## src/rtl/pc_unit.sv

```systemverilog
// Fetch program counter: advances by INC each unstalled cycle. Exception, branch and jump
// redirects use fixed priority, and a redirect seen during a stall is held until release.
module pc_unit #(
    parameter int unsigned     WIDTH        = 32,
    parameter int unsigned     INC          = 4,
    parameter logic [WIDTH-1:0] RESET_VECTOR = 32'h0000_0000,
    parameter logic [WIDTH-1:0] EXC_VECTOR   = 32'h0000_0080,
    parameter int unsigned     ALIGN_BITS   = 2
) (
    input  logic             clk,
    input  logic             rst,
    input  logic             stall,
    input  logic             exc,
    input  logic             branch_taken,
    input  logic [WIDTH-1:0] branch_target,
    input  logic             jump,
    input  logic [WIDTH-1:0] jump_target,
    output logic [WIDTH-1:0] pc,
    output logic [WIDTH-1:0] pc_next_seq,
    output logic             redirected,
    output logic             misalign,
    output logic             pending
);

    localparam logic [WIDTH-1:0] INC_W = WIDTH'(INC);

    logic [WIDTH-1:0] low_mask;
    logic [WIDTH-1:0] pc_q, pc_d;
    logic [WIDTH-1:0] pend_tgt_q, pend_tgt_d;
    logic             pending_q, pending_d;
    logic             redirected_q, redirected_d;
    logic             misalign_q, misalign_d;

    logic [WIDTH-1:0] req_tgt;
    logic [WIDTH-1:0] tgt_aligned;
    logic             tgt_misal;
    logic             br_or_jmp;

    // Bits below ALIGN_BITS form the alignment mask; works for ALIGN_BITS == 0 as well.
    for (genvar gi = 0; gi < WIDTH; gi++) begin : g_mask
        if (gi < ALIGN_BITS) begin : g_lo
            assign low_mask[gi] = 1'b1;
        end else begin : g_hi
            assign low_mask[gi] = 1'b0;
        end
    end

    always_comb begin
        br_or_jmp   = branch_taken | jump;
        req_tgt     = branch_taken ? branch_target : jump_target;
        tgt_aligned = req_tgt & ~low_mask;
        tgt_misal   = |(req_tgt & low_mask);

        pc_d         = pc_q;
        pending_d    = pending_q;
        pend_tgt_d   = pend_tgt_q;
        redirected_d = 1'b0;
        misalign_d   = 1'b0;

        if (exc) begin
            pc_d         = EXC_VECTOR;
            pending_d    = 1'b0;
            redirected_d = 1'b1;
        end else if (stall) begin
            // Newest stalled request wins; the target is stored already aligned,
            // so the misalign pulse is raised once, here at capture.
            if (br_or_jmp) begin
                pending_d  = 1'b1;
                pend_tgt_d = tgt_aligned;
                misalign_d = tgt_misal;
            end
        end else if (br_or_jmp) begin
            pc_d         = tgt_aligned;
            pending_d    = 1'b0;
            redirected_d = 1'b1;
            misalign_d   = tgt_misal;
        end else if (pending_q) begin
            pc_d         = pend_tgt_q;
            pending_d    = 1'b0;
            redirected_d = 1'b1;
        end else begin
            pc_d = pc_q + INC_W;
        end
    end

    always_ff @(posedge clk) begin
        if (rst) begin
            pc_q         <= RESET_VECTOR;
            pending_q    <= 1'b0;
            pend_tgt_q   <= '0;
            redirected_q <= 1'b0;
            misalign_q   <= 1'b0;
        end else begin
            pc_q         <= pc_d;
            pending_q    <= pending_d;
            pend_tgt_q   <= pend_tgt_d;
            redirected_q <= redirected_d;
            misalign_q   <= misalign_d;
        end
    end

    assign pc          = pc_q;
    assign pc_next_seq = pc_q + INC_W;
    assign redirected  = redirected_q;
    assign misalign    = misalign_q;
    assign pending     = pending_q;

endmodule

```

## config.mk

```make
export PLATFORM = sky130hd
export DESIGN_NAME = pc_unit
export DESIGN_NICKNAME = d
export VERILOG_FILES = /design/src/rtl/pc_unit.sv
export SDC_FILE = /design/constraint.sdc
export NUM_CORES = 1
export LEC_CHECK = 0
export CAP_MARGIN = 20
export CORE_ASPECT_RATIO = 1.4
export CORE_UTILIZATION = 48
export CTS_BUF_LIST = sky130_fd_sc_hd__clkbuf_8
export DETAILED_ROUTE_END_ITERATION = 7
export PLACE_DENSITY = 0.83
export SLEW_MARGIN = 20
export SYNTH_ARGS = -nofsm -noshare
export SYNTH_HDL_FRONTEND = slang
export SYNTH_SLANG_ARGS = --single-unit
```

## constraint.sdc

```tcl
create_clock -name clk -period 2.6 [get_ports clk]
set_input_delay 0.39 -clock clk [delete_from_list [all_inputs] [get_ports clk]]
set_output_delay 0.39 -clock clk [all_outputs]
set_load 0.03 [all_outputs]
```

# Yosys cells after proc, flatten, opt, wreduce, memory -nomap -nowiden
# Index checks and enable logic that the tools add are counted.
# Widths: inputs -> output; s select.
# word_totals
word_cells	26
input_bits	70
output_inout_bits	67
regBits	65
# classes
n_mux	9
addsub	1
n_reduce_logical	5
n_eq_ne	1
n_bitwise	4
# ops
operator	count
$mux 32	3
$add 32x3->32 const B	1
$mux 8	2
$reduce_or 3->1	2
$mux 1	4
$reduce_or 2->1	2
$not 1->1	3
$reduce_and 3->1	1
$ne 2x1->1 const B	1
$or 1x1->1	1

# Depth between registers and ports, before layout
# logic_depth
depth_word	5
ltp_mapped	7
mapped_depth_nobuf	6

# Least setup slack after synthesis
# OpenSTA, ideal clock, no wires.
# synth_timing
kind	register -> output
start	reg pc_q[2] (netlist: pc[2])
end	out pc_next_seq[30]
stages_incl_launch_ff	7
required_time_ns	2.210
setup_slack_ns	0.080
arrival_ns	2.130
path_buffers	1
path_cell_list	dfxtp_1 > ha_1 > and3_1 > and4_1 > clkbuf_1 > nand3_1 > xnor2_1
# synth_between
elab_chain_len	1
# synth_rtl
item	line	text
start: declaration	28	logic [WIDTH-1:0] pc_q, pc_d;
start signal: assignment	94	pc_q <= pc_d;
$add 32x3->32	103	assign pc_next_seq = pc_q + INC_W;
end: declaration	19	output logic [WIDTH-1:0] pc_next_seq,
# No other way between the ends.

# Final worst setup path
# layout_timing
start	reg pc_q[3] (netlist: pc[3])
end	out pc_next_seq[20]
# The elaborated chain is that of the path after synthesis.

==> run metrics <==
Filler cells=699; row cnt=39; Worst R2R Setup Slack=~0.67 ns; Final Hold Vio Count=0; num ports=137; Synth area leaders=dfxtp_1 32%, mux2i_1 8.3%, a211oi_1 6.0%; largest net degree at the start of global routing=66; CP max-delay cell=dfxtp_1; sequential area share after synthesis=between 30% and 40%; Post-synth EDFFs=0; quantity of hold-fixing buffers added after cts=0; Reg power frac=43.7%; Slew HR=31.6%; antenna violations before repair=0; Least-Margin Pin Slew=~1 ns; Core Region=8200 sq um; die width=80.1 microns; Layout area overhead=42.5%; Yosys cell types=between 50 and 60; Setup Skew=0.00864 ns; Worst Hold Class=flop to flop; Crit path largest cell delay=0.38 ns; startpoint types=flop; share of post-route cells with drive strength above 1=12.1%; Final nets=between 700 and 800; Clk Latency, worst-skew pair=0.35 ns; TritonCTS Buffers=9; min cycle time layout=around 2.5 ns; post-route ant nets=0; Final Cycle Share=between 90% and 100%; syn avg cell area=8.13 sq um; die area=8920 sq um; DR vias/cell=approximately 6.2; maximum vdd drop=0.000326 V; Initial Util=around 50%; Max Cap Viol=0; Sw Pwr=767 uW; Total Wirelength=roughly 14000 microns; Crit Path Class=flop to output pin; CTS tree=built; Yosys top cell area share=31.7%; worst path required time=2.21 ns; largest family of logic cells by synthesized area=compound AO/OA/AOI/OAI gates; DRT Pass-1 Iters=5; total vias in the final route=4657; clk sinks=65; Synthesized Nets=575; Worst Setup End Kind=output pin; H-tree levels=3; Post-Syn Instances=just over 500; Worst-path clk slew=0.07 ns; post-synthesis compound-gate area fraction=roughly 27%; worst path cell trace=ha_1 > and3_1 > and4_1 > a21boi_0 > or2_2 > dlygate4sd2_1; Die Y=111 microns; status=complete, no violations; RSZ-0062 raised after global routing=false; Design Power=2.49 mW; Setup Viol. Count Final=0; vias in the first global route=~4600; Net Sw Frac=30.8%; Synth Area in Simple Gates=20.8%; Routed WL per cell=between 15 and 20 microns; # port buffers=136; FF/Latch Area=1300 sq um; leading cell type in the layout, fill and taps excluded=clkdlybuf4s50_1; Post-DP Area=around 5700 sq um; XOR/XNOR Fraction of Synth Area=5.56%; first-pass GRT wire length=22900 microns; Synth Area in Adders=less than 1%; Post-synth ARST share=0%; clock power share=30.2%; DR DRC count=0; fmax=0.399 GHz; design area=5840 sq um; Final Slew Violations=0; mapped cell area=4100 sq um; Static Leak=2.35 nW; crit-path max FO=4; total grt overflow=0; CTS root buffer=clkbuf_8; Ant. Diodes=0; post-synthesis mux area share=8.30%; PD cells=426 nW/um^2; Yosys warning count=0; DP HPWL=approximately 11000 microns; Synth Flop Type=dfxtp_1; combinational power share=26.1%; crit path DAT=2.12 ns; Yosys reg bits=65; Detailed Route Iter0 Violations=between 200 and 300; Max clock buf depth=2; area of the multi-input gates=2570 sq um; Synth area leader=dfxtp_1; total global-route track usage=33.8%; most frequent cells in the layout=111 x clkdlybuf4s50_1, 65 x dfxtp_1, 51 x nor2_1, 43 x buf_4, 34 x mux2i_1; Placer Congestion=0.945; Int Pwr=~1.7 mW
[power groups by stage]
stage / combinational [mW] / sequential [mW] / clock, mW
floorplan: 0.296 / 1.15 / 0
global route: 0.694 / 1.09 / 0.798
detailed placement: 0.650 / 1.11 / 0
global placement: 0.639 / 1.11 / 0
finish: 0.649 / 1.09 / 0.752
CTS: 0.646 / 1.09 / 0.755
[state kept, by name, summed over array words and instances, names as in the netlist]
register    cells
pend_tgt_q     30
pc             32
misalign        1
redirected      1
pending         1
[Yosys cell counts (4+ instances only)]
library cell	instances
a211oi_1	33
a21o_1	6
a21oi_1	33
a221o_1	18
a221oi_1	9
and3_1	11
and4_1	7
buf_1	5
buf_2	17
clkbuf_1	19
dfxtp_1	65
inv_1	11
mux2i_1	34
nand2_1	27
nand2b_1	4
nand3_1	16
nand4_1	12
nor2_1	52
nor3_1	7
o211ai_1	4
o21ai_0	32
o22ai_1	5
xnor2_1	21
xor2_1	5
[metrics by stage]
stage                     worst slack (ns)  util [%]  instances   TNS, ns  hold WS [ns]
after floorplan                     0.0802         -        504         0         0.440
after global placement               0.108      69.3        735         0         0.461
after detailed placement          -0.00721      69.3        735  -0.00721         0.467
after CTS                           0.0278      71.2        749         0         0.475
after global routing               0.00926      71.2        749         0         0.489
final                               0.0919      71.2        749         0         0.469
[cell families (layout without fill, tap and decap cells)]
family                   count (synthesis)  after routing
AND/OR/NAND/NOR                        161            161
XOR/XNOR                                26             26
adder cells (fa/ha/maj)                  1              1
flip-flops                              65             65
multiplexers                            34             34
AO/OA/AOI/OAI                          161            161
buffers and inverters                   56            199
[layer usage]
metal  track usage (%)  part of all wire, %  up-vias
li1                  -                    -     2174
met1              35.3                   36     2220
met2              61.6                   53      219
met3              5.16                  5.7       44
met4              20.6                  5.0        0
met5                 0                    0        -
[cell type report]
type                            count  area share [%]
Inverter                           11           0.707
Clock inverter                      3           0.193
Clock buffer                       11            2.59
Timing Repair Buffer              174            28.1
Tap cell                          102            2.19
Sequential cell                    65            22.3
Multi-Input combinational cell    383            44.0
[timing repair]
action                                  CTS  global route
endpoints found under the setup margin   13            11
resized for setup                        14            12
setup buffers                             0             0
[final timing paths]
path | to | cells after the start | startpoint
setup / recovery | pc_next_seq[20] | 6 | pc[3]$_SDFFE_PP0N_
hold / removal | pc[20]$_SDFFE_PP0N_ | 2 | pend_tgt_q[20]$_SDFFE_PP0P_
setup reg to reg | pc[22]$_SDFFE_PP0N_ | 8 | pc[3]$_SDFFE_PP0N_
hold reg to reg | pc[20]$_SDFFE_PP0N_ | 2 | pend_tgt_q[20]$_SDFFE_PP0P_
[worst max-delay path, delay by kind of cell (launching register included)]
kind | cells | cell delay [ns]
AO/OA/AOI/OAI | 1 | 0.11
buffers and inverters | 1 | 0.36
flip-flops | 1 | 0.38
adder cells (fa/ha/maj) | 1 | 0.18
AND/OR/NAND/NOR | 3 | 0.74
(Power assumes the default switching activity.)
